===== config.mk =====
export PLATFORM = sky130hd
export DESIGN_NAME = pixel_injector
export DESIGN_NICKNAME = d
export VERILOG_FILES = /design/src/rtl/pixinj_pkg.sv /design/src/rtl/pixel_beat_counter.sv /design/src/rtl/pixel_injector.sv
export SDC_FILE = /design/constraint.sdc
export NUM_CORES = 1
export LEC_CHECK = 0
export CAP_MARGIN = 30
export CORE_UTILIZATION = 58
export CTS_CLUSTER_DIAMETER = 100
export DETAILED_ROUTE_END_ITERATION = 10
export PLACE_DENSITY = 0.81
export SETUP_SLACK_MARGIN = 0.15
export SLEW_MARGIN = 20
export SYNTH_ARGS = -nofsm -noshare
export SYNTH_HDL_FRONTEND = slang
export SYNTH_SLANG_ARGS = --single-unit

===== constraint.sdc =====
create_clock -name i_clk -period 6.8 [get_ports i_clk]
set_input_delay 1.7 -clock i_clk [delete_from_list [all_inputs] [get_ports i_clk]]
set_output_delay 1.7 -clock i_clk [all_outputs]
set_load 0.005 [all_outputs]

===== src/rtl/pixinj_pkg.sv =====
// Shared constants and types for the pixel injector.
package pixinj_pkg;

  // Wishbone register addresses
  localparam logic [1:0] ADDR_PERIOD   = 2'd0;
  localparam logic [1:0] ADDR_POSITION = 2'd1;
  localparam logic [1:0] ADDR_PIXEL    = 2'd2;
  localparam logic [1:0] ADDR_CTRL     = 2'd3;

  // CTRL register bit positions
  localparam int CTRL_EN      = 0;
  localparam int CTRL_ONESHOT = 1;
  localparam int CTRL_ARM     = 2;
  localparam int CTRL_DONE    = 3;
  localparam int HITS_LSB     = 16;

  // One-shot arming state
  typedef enum logic [1:0] {
    ST_IDLE  = 2'd0,
    ST_ARMED = 2'd1,
    ST_DONE  = 2'd2
  } inj_state_t;

endpackage


===== src/rtl/pixel_beat_counter.sv =====
// Beat index generator: sync restarts the frame, PERIOD wraps it,
// PERIOD == 0 free-runs over the full 32-bit range.
module pixel_beat_counter (
  input  logic        clk,
  input  logic        reset,
  input  logic        valid,
  input  logic        sync,
  input  logic [31:0] period,
  output logic [31:0] beat_idx,
  output logic        first_beat
);

  logic [31:0] idx;

  // A sync beat is index 0 regardless of where the counter stands
  assign beat_idx   = sync ? 32'd0 : idx;
  assign first_beat = valid && (beat_idx == 32'd0);

  // Advance the index of the next beat on every valid beat
  always_ff @(posedge clk) begin
    if (reset)
      idx <= '0;
    else if (valid) begin
      if (sync)
        idx <= 32'd1;
      else if (period != 32'd0 && idx == period - 32'd1)
        idx <= '0;
      else
        idx <= idx + 32'd1;
    end
  end

endmodule


===== src/rtl/pixel_injector.sv =====
// Inline pixel injector: replaces one pixel per frame at a programmed
// beat offset, controlled over a pipelined Wishbone slave.
module pixel_injector
  import pixinj_pkg::*;
#(
  parameter int DW = 32
) (
  input  logic          i_clk,
  input  logic          i_reset,
  input  logic          i_wb_cyc,
  input  logic          i_wb_stb,
  input  logic          i_wb_we,
  input  logic [1:0]    i_wb_addr,
  input  logic [31:0]   i_wb_data,
  output logic          o_wb_ack,
  output logic          o_wb_stall,
  output logic [31:0]   o_wb_data,
  input  logic          i_valid,
  input  logic          i_sync,
  input  logic [DW-1:0] i_data,
  output logic          o_valid,
  output logic          o_sync,
  output logic [DW-1:0] o_data
);

  logic [31:0]   period, position, pos_s, beat_idx, ctrl_rd;
  logic [DW-1:0] pixel, pix_s;
  logic          en, oneshot, done, armed, hit, first_beat;
  logic          bus_req, wr, ctrl_wr, arm_wr, clr_wr;
  logic [15:0]   hits, hits_base;
  inj_state_t    state;

  assign bus_req    = i_wb_cyc && i_wb_stb;
  assign wr         = bus_req && i_wb_we;
  assign ctrl_wr    = wr && (i_wb_addr == ADDR_CTRL);
  assign arm_wr     = ctrl_wr && i_wb_data[CTRL_ARM];
  assign clr_wr     = ctrl_wr && i_wb_data[CTRL_DONE];
  assign armed      = (state == ST_ARMED);
  assign o_wb_stall = 1'b0;

  // Hit compares against the shadowed position, so it never tears mid-frame
  assign hit = i_valid && en && (beat_idx == pos_s) && (!oneshot || armed);

  // A clear in the same cycle as a hit leaves the count at 1
  assign hits_base = clr_wr ? 16'd0 : hits;

  assign ctrl_rd = (32'(hits) << HITS_LSB) | {28'd0, done, armed, oneshot, en};

  pixel_beat_counter u_cnt (
    .clk       (i_clk),
    .reset     (i_reset),
    .valid     (i_valid),
    .sync      (i_sync),
    .period    (period),
    .beat_idx  (beat_idx),
    .first_beat(first_beat)
  );

  // Programmable registers
  always_ff @(posedge i_clk) begin
    if (i_reset) begin
      period   <= '0;
      position <= '0;
      pixel    <= '0;
      en       <= 1'b0;
      oneshot  <= 1'b0;
    end else if (wr) begin
      case (i_wb_addr)
        ADDR_PERIOD:   period   <= i_wb_data;
        ADDR_POSITION: position <= i_wb_data;
        ADDR_PIXEL:    pixel    <= i_wb_data[DW-1:0];
        default: begin
          en      <= i_wb_data[CTRL_EN];
          oneshot <= i_wb_data[CTRL_ONESHOT];
        end
      endcase
    end
  end

  // Registered bus response; read data only moves on strobed reads
  always_ff @(posedge i_clk) begin
    if (i_reset) begin
      o_wb_ack  <= 1'b0;
      o_wb_data <= '0;
    end else begin
      o_wb_ack <= bus_req;
      if (bus_req && !i_wb_we) begin
        case (i_wb_addr)
          ADDR_PERIOD:   o_wb_data <= period;
          ADDR_POSITION: o_wb_data <= position;
          ADDR_PIXEL:    o_wb_data <= 32'(pixel);
          default:       o_wb_data <= ctrl_rd;
        endcase
      end
    end
  end

  // Shadow copies: frame-aligned when enabled, transparent when disabled
  always_ff @(posedge i_clk) begin
    if (i_reset) begin
      pos_s <= '0;
      pix_s <= '0;
    end else if (!en || first_beat) begin
      pos_s <= position;
      pix_s <= pixel;
    end
  end

  // One-shot FSM with sticky DONE and saturating hit counter
  always_ff @(posedge i_clk) begin
    if (i_reset) begin
      state <= ST_IDLE;
      done  <= 1'b0;
      hits  <= '0;
    end else begin
      case (state)
        ST_ARMED: if (!arm_wr && hit && oneshot) state <= ST_DONE;
        default:  if (arm_wr) state <= ST_ARMED;
      endcase
      if (hit && oneshot)
        done <= 1'b1;
      else if (clr_wr)
        done <= 1'b0;
      hits <= (hit && hits_base != 16'hFFFF) ? hits_base + 16'd1 : hits_base;
    end
  end

  // One-cycle pixel pipeline; data holds across invalid cycles
  always_ff @(posedge i_clk) begin
    if (i_reset) begin
      o_valid <= 1'b0;
      o_sync  <= 1'b0;
      o_data  <= '0;
    end else begin
      o_valid <= i_valid;
      o_sync  <= i_sync && i_valid;
      if (i_valid)
        o_data <= hit ? pix_s : i_data;
    end
  end

endmodule


# Word-level counts from Yosys, hierarchy flattened
# Cells that the tools add are included.
[classes] n_eq_ne=8 reduce_logical=33 n_bitwise=2 n_addsub=3 muxes=12
[ops] cell="32-bit 2-to-1 mux" count=4
[ops] cell="32-bit one-hot mux with 3 select lines" count=1
[ops] cell="32-bit == test" count=2
[ops] cell="32-bit by 1-bit adder with 32-bit output, second input constant" count=1
[ops] cell="32-bit zero test" count=1
[ops] cell="16-bit 2-to-1 mux" count=2
[ops] cell="32-bit by 4-bit bitwise OR with 32-bit output" count=1
[ops] cell="32-bit nonzero test" count=1
[ops] cell="32-bit by 1-bit subtractor with 32-bit output, second input constant" count=1
[ops] cell="16-bit by 1-bit adder with 16-bit output, second input constant" count=1
[ops] cell="1-bit logical AND" count=16
[ops] cell="16-bit != test, second input constant" count=1
[ops] cell="2-bit AND reduction" count=5
[ops] cell="2-bit 2-to-1 mux" count=3
[ops] cell="2-bit by 1-bit == test with 1-bit output, second input constant" count=2
[ops] cell="2-bit == test, second input constant" count=2
[ops] cell="1-bit zero test" count=4
[ops] cell="2-bit nonzero test" count=2
[ops] cell="3-bit OR reduction" count=1
[ops] cell="2-bit zero test" count=1
[ops] cell="1-bit logical OR" count=2
[ops] cell="1-bit 2-to-1 mux" count=2
[ops] cell="2-bit by 1-bit != test with 1-bit output, second input constant" count=1
[ops] cell="1-bit inverter" count=1
[totals] wordCells=74 ff_bits=280 output_inout_bits=68

# Logic depth before layout (Yosys ltp)
# Gate-level depths: netlist (run 1).
[depth] depth_word=9 ltp_mapped=14 mapped_depth_nobuf=12

# Modules after synthesis
# A second synthesis (run 1) with hierarchy kept.
[hier_totals] hier_cells=1786 area_unflattened_um2=13824.5
[by_module_without_submodules] module="pixel_injector" cells_each=1261 area_per_inst_um2=10128.5 instances=1
[by_module_without_submodules] module="pixel_beat_counter" cells_each=525 area_per_inst_um2=3696.0 instances=1

# Worst setup path before layout (run 1)
# OpenSTA, ideal clock, no wires.
[synth_path] kind="in2reg" from="input port i_sync" to="register hits[6]" path_stages=13 t_arrival_ps=4100 n_path_buf=5 required_time_ps=6672 slack_ps=2572 cell_sequence="buf_2 > buf_2 > buf_2 > nor2_1 > o32ai_1 > nand4_1 > or4_1 > clkbuf_1 > a41oi_1 > buf_4 > nor3b_1 > xor2_1 > nor2_1"
[synth_between] elab_chain_cells=6
[synth_rtl] element="start: declaration" line="pixel_injector.sv:19" source="input logic i_sync,"
[synth_rtl] element="32-bit 2-to-1 mux" line="pixel_beat_counter.sv:16" source="assign beat_idx = sync ? 32'd0 : idx;"
[synth_rtl] element="32-bit == test" line="pixel_injector.sv:42" source="assign hit = i_valid && en && (beat_idx == pos_s) && (!oneshot || armed);"
[synth_rtl] element="1-bit logical AND (2 in a row)" line="pixel_injector.sv:42"
[synth_rtl] element="1-bit logical AND" line="pixel_injector.sv:124" source="hits <= (hit && hits_base != 16'hFFFF) ? hits_base + 16'd1 : hits_base;"
[synth_rtl] element="16-bit 2-to-1 mux" line="pixel_injector.sv:124"
[synth_rtl] element="end signal: assignment" line="pixel_injector.sv:124"
[synth_rtl] element="end: declaration" line="pixel_injector.sv:30" source="logic [15:0] hits, hits_base;"
# Every way passes these cells.
# A chain may end at the register's enable or synchronous reset.

# Worst setup path in the final report (run 1)
[layout_path] from="input port i_sync" to="register hits[8]"
# The elaborated chain is that of the path after synthesis.

==> results of run 1 <==
## cell families after synthesis
family,after synthesis,synth area share [%]
xor+xnor,60,3.85
flops,280,41.1
other cells,1,0.0275
mux,134,11.6
buf+inv,157,4.51
simple gates,737,25.0
compound gates,290,13.6
fa+ha+maj,4,0.367
## power by group through the flow
stage	logic, mW	registers [mW]	clock network (mW)
floorplan	0.166	1.72	0
CTS	0.294	1.69	1.64
finish	0.299	1.69	1.63
detailed placement	0.291	1.73	0
global route	0.324	1.70	1.70
global placement	0.288	1.73	0
## cells in the mapped netlist (all sizes together), types with 9 or more instances
cell type,number,area (um2)
nor2,195,734
xor2,26,228
nor4bb,9,90.1
dfxtp,280,5610
o21ai,21,105
xnor2,34,298
a31oi,11,68.8
nand4,32,200
inv,19,71.3
nor4,19,185
mux4,19,428
nor3,39,205
buf,17,90.1
a211oi,51,383
o32ai,9,78.8
and3,12,75.1
nand2b,25,156
or4,10,75.1
clkbuf,121,454
nand3,36,180
o311ai,11,96.3
mux2i,113,1130
nand2,311,1170
a21oi,135,676
## final cells by class
type                       count  area [um2]  area share, %
timing repair buffer         158        1530           9.56
inverter                      19        71.3          0.445
multi-input combinational   1226        7460           46.5
clock inverter                14         175           1.09
sequential                   280        5610           35.0
tap                          313         392           2.44
clock buffer                  38         800           4.99
## through the flow
step                setup WS (ps)  utilization (%)
floorplan                    2570                -
global placement             1150             65.8
detailed placement           1060             65.8
CTS                          1620             70.1
global route                 1410             70.2
finish                       1580             70.2
## worst reg2reg max path, delay by kind of cell (launching register included)
kind               cells  cell delay (ps)
AOI/OAI and AO/OA      1              170
and+or+nand+nor        8             3440
DFF                    1              420
## registers in the layout, indices dropped and copies added, names as in the netlist, 2 cells and up
register / count
u_cnt.idx: 32
pos_s: 32
period: 32
state: 2
pix_s: 32
position: 32
pixel: 32
o_wb_data: 32
o_data: 32
hits: 16
## per-layer routing
| metal | wire length [um] | global-route usage [%] | up-vias | part of all wire [%] |
|---|---|---|---|---|
| met2 | 19700 | 56.3 | 556 | 48 |
| met1 | 16700 | 44.5 | 6050 | 41 |
| met5 | 0 | 0 | - | 0 |
| met3 | 2750 | 3.57 | 99 | 6.7 |
| met4 | 1820 | 15.1 | 0 | 4.5 |
| li1 | - | - | 5940 | - |
## final timing paths
kind	from	to	slack, ps
min	o_wb_data[30]	o_wb_data[30]	460
min reg2reg	o_wb_data[30]	o_wb_data[30]	460
max reg2reg	period[3]	u_cnt.idx[31]	2630
max	i_sync	hits[8]	1580
==> metrics.md, run 1 <==
| Metric | Value |
|---|---|
| Crit-path max cell delay | `680 ps` |
| Top FF cell, synth | `dfxtp_1` |
| Most used cell, CP | `buf_4` |
| CTS resizes | `0` |
| Avg Vias per Cell | `6.17` |
| Synthesis-to-layout area growth | `17.4%` |
| PD cells | `226 nW/um2` |
| Drt first pass iters | `6` |
| LEAKAGE | `5.57 nW` |
| Fill count | `1820` |
| Cell area after layout | `16000 um2` |
| Most frequent cells in the layout | `nand2_1, dfxtp_1, nor2_1` |
| WL per Instance | `20.0 um` |
| Comb pwr share | `8.3%` |
| WHS Path Cells | `2` |
| CP cell instances | `clkdlybuf4s50_1, buf_4, o21ai_0, nand4_1, or4_1, or4_2, buf_4, a41oi_1, buf_4, nor4b_1, xor2_1, nor2_1` |
| Cell family with most CP delay | `simple AND/OR/NAND/NOR gates` |
| Critical Path RT | `7210 ps` |
| Synth Instances | `1663` |
| Async SR Flop Fraction | `0%` |
| Synth warn | `0` |
| H-tree depth | `1` |
| Die ar. | `24200 um2` |
| Number of routed nets with antenna violations | `0` |
| Least-Margin Pin Slew | `879 ps` |
| Clock period minus worst slack | `5220 ps` |
| Die height | `155 um` |
| Seq/Total Area, Yosys | `41.1%` |
| Clock Latency Late Sink | `550 ps` |
| Core ar. | `22800 um2` |
| Port bufs | `139` |
| Cts hold-fix bufs | `0` |
| Clock group share of total power | `45.0%` |
| CTS Root Cell | `clkbuf_16` |
| Die Wd | `155 um` |
| # setup viols final | `0` |
| Clock transition at the registers of the reported paths | `60 ps` |
| Most common cell after layout, fill and taps aside | `nand2_1` |
| Total power | `3.62 mW` |
| Vias in the first global route | `11684` |
| Setup bufs post-CTS | `0` |
| All-Layer GR Usage | `33.9%` |
| CP endpoint kind | `flip-flop` |
| Remaining Overflow, GRT | `0` |
| Max Root-Sink Buffers | `3` |
| Placed Area | `15000 um2` |
| Placed insts | `1995` |
| Sw Share | `24.0%` |
| Final RePlAce weighted congestion | `0.951` |
| DRC | `0` |
| Critical path launch point type | `input pin` |
| Starting Density | `59.8%` |
| Net Count, Synth | `1740` |
| NetSw | `0.869 mW` |
| Max-cap violations | `0` |
| Synth unique cells | `69` |
| Layout cells sized above 1 | `6.51%` |
| TritonCTS clock tree | `yes` |
| Final Hold Vio Count | `0` |
| Critical path fanouts, max | `34` |
| Outcome | `complete, no violations` |
| Cell Area, Synth | `13700 um2` |
| R2R depth | `9` |
| Critical path's slowest cell | `clkdlybuf4s50_1` |
| Avg Cell Area, Syn | `8.21 um2` |
| Worst Path Buf+Inv | `4` |
| Final std cells w/o fill | `2048` |
| Post-synth EDFFs | `0` |
| Antenna violations before repair | `0` |
| Seq cells post-synth | `280` |
| First-pass GRT wire length | `64400 um` |
| Cts bufs inserted | `28` |
| Seq pwr share | `46.8%` |
| Final nets | `1790` |
| VDD IR-drop max | `211 uV` |
| Largest net degree at the start of global routing | `114` |
| # IOs | `141` |
| Sum Neg Setup Slack | `0 ps` |
| Total number of vias | `12645` |
| Fmax | `0.192 GHz` |
| WS Path Type | `input pin to flip-flop` |
| Antenna Cells | `0` |
| Critical Path AT | `5630 ps` |
| Tcrit/Tclk final | `76.8%` |
| RSZ-0062 raised after global routing | `no` |
| Clk sink count | `280` |
| Skew final | `10.9 ps` |
| Hold WS | `458 ps` |
| Cell Int Power | `2.75 mW` |
| DRT iter0 DRCs | `1202` |
| Final slew viol count | `0` |
| Row count | `55` |
| DP HPWL | `28300 um` |
| Final WL | `41000 um` |
| Rel. slew slack | `41.4%` |
| Worst hold path class | `flip-flop to flip-flop` |
| Total stage count of the critical path | `12` |
Power figures use the tool's default switching activity.
==> run 2: changes to the inputs <==
- CORE_UTILIZATION: 58 -> 57
- PLACE_DENSITY: 0.81 -> 0.8
- clock period: 6.8 -> 5.4 ns (I/O delays scaled with it)
==> run 2 against run 1 <==
Net effect:
- largest power group unchanged
- sequential power increased by 26%
- register-to-register slack got worse by 1400 ps
- core utilization decreased by 1.7 points
- non-clock buffer count increased by 3
- clock skew increased by 5.6 ps
- via count decreased by 0.77%
==> metrics.md, run 2 (synthesized netlist as in run 1, its figures left out) <==
| Metric | Value |
|---|---|
| Cts hold-fix bufs | `0` |
| Setup bufs post-CTS | `0` |
| CP endpoint kind | `flip-flop` |
| Final Hold Vio Count | `0` |
| Row count | `56` |
| Most common cell after layout, fill and taps aside | `nand2_1` |
| Critical path fanouts, max | `15` |
| DRT iter0 DRCs | `1094` |
| H-tree depth | `1` |
| Skew final | `16.5 ps` |
| Rel. slew slack | `25.9%` |
| Clk sink count | `280` |
| Drt first pass iters | `6` |
| Critical Path RT | `5870 ps` |
| Final RePlAce weighted congestion | `0.963` |
| Final std cells w/o fill | `2056` |
| Most frequent cells in the layout | `nand2_1, dfxtp_1, nor2_1` |
| Placed insts | `2004` |
| Outcome | `complete, no violations` |
| Starting Density | `58.2%` |
| Die ar. | `24600 um2` |
| Max Root-Sink Buffers | `3` |
| Antenna Cells | `0` |
| Final slew viol count | `0` |
| Least-Margin Pin Slew | `1110 ps` |
| # setup viols final | `0` |
| # IOs | `141` |
| Final nets | `1793` |
| Vias in the first global route | `11771` |
| LEAKAGE | `5.61 nW` |
| Largest net degree at the start of global routing | `239` |
| Tcrit/Tclk final | `82.0%` |
| RSZ-0062 raised after global routing | `no` |
| Remaining Overflow, GRT | `0` |
| DRC | `0` |
| Fmax | `0.226 GHz` |
| Avg Vias per Cell | `6.10` |
| Worst hold path class | `flip-flop to flip-flop` |
| Layout cells sized above 1 | `6.45%` |
| PD cells | `283 nW/um2` |
| All-Layer GR Usage | `33.7%` |
| DP HPWL | `28800 um` |
| Port bufs | `139` |
| Total number of vias | `12548` |
| Max-cap violations | `0` |
| Clock period minus worst slack | `4430 ps` |
| CTS resizes | `0` |
| Critical Path AT | `4900 ps` |
| WL per Instance | `20.2 um` |
| Clock transition at the registers of the reported paths | `60 ps` |
| Die height | `157 um` |
| First-pass GRT wire length | `64700 um` |
| Core ar. | `23500 um2` |
| Clock Latency Late Sink | `560 ps` |
| Die Wd | `157 um` |
| VDD IR-drop max | `207 uV` |
| Critical path launch point type | `input pin` |
| TritonCTS clock tree | `yes` |
| WS Path Type | `input pin to flip-flop` |
| Sum Neg Setup Slack | `0 ps` |
| Synthesis-to-layout area growth | `17.7%` |
| Number of routed nets with antenna violations | `0` |
| Final WL | `41400 um` |
| Antenna violations before repair | `0` |
| Cts bufs inserted | `28` |
| CTS Root Cell | `clkbuf_16` |
-- run 2: cell types whose count changed in the layout (fill, tap and decap cells not counted), sizes merged --
cell | previous run | this run
buf | 22 | 24
clkinv | 3 | 4
clkinvlp | 6 | 0
clkbuf | 38 | 45
inv | 21 | 19
-- run 2: final timing paths --
kind	start	endpoint	slack, ps	cells after the start
max	i_sync	hits[15]	970	11
min	o_wb_data[24]	o_wb_data[24]	460	2
max reg2reg	period[3]	u_cnt.idx[24]	1190	9
min reg2reg	o_wb_data[24]	o_wb_data[24]	460	2
-- run 2: per-stage QoR --
stage / power (mW) / utilization (%) / worst slack (ps) / hold slack, ps / area [um2]
after floorplan: 2.38 / - / 1520 / 433 / 13700
after global placement: 2.54 / 64.3 / 538 / 445 / 15100
after detailed placement: 2.55 / 64.3 / 457 / 450 / 15100
after CTS: 4.55 / 68.4 / 992 / 458 / 16100
after global routing: 4.67 / 68.5 / 799 / 478 / 16100
final: 4.54 / 68.5 / 971 / 459 / 16100
-- run 2: final cells by class --
| type | count | area (um2) |
|---|---|---|
| tap | 319 | 399 |
| fill | 1877 | 7400 |
| clock buffer | 44 | 841 |
| multi-input combinational | 1226 | 7460 |
| clock inverter | 7 | 121 |
| sequential | 280 | 5610 |
| timing repair buffer | 161 | 1570 |
| inverter | 19 | 71.3 |
-- run 2: critical path: stages --
cell and delay [ps]:
clkdlybuf4s50_1 670, nand2b_1 270, o21ai_0 150, o31ai_1 100, or4_1 560, or4_2 700
a41oi_1 200, buf_4 220, nand4_1 160, or3_1 360, a21oi_1 160
-- run 2: layer usage --
metal | global-route usage, % | wire length, um
met5 | 0 | 0
met1 | 44.9 | 17500
met3 | 4.10 | 2530
met4 | 12.2 | 1390
met2 | 56.0 | 20000
-- run 2: power by group --
part / internal, mW / switching [mW] / leakage, nW
Clock: 1.21 / 0.821 / 0.473
Sequential: 2.10 / 0.0313 / 2.27
Combinational: 0.175 / 0.204 / 2.87
Total: 3.49 / 1.06 / 5.61
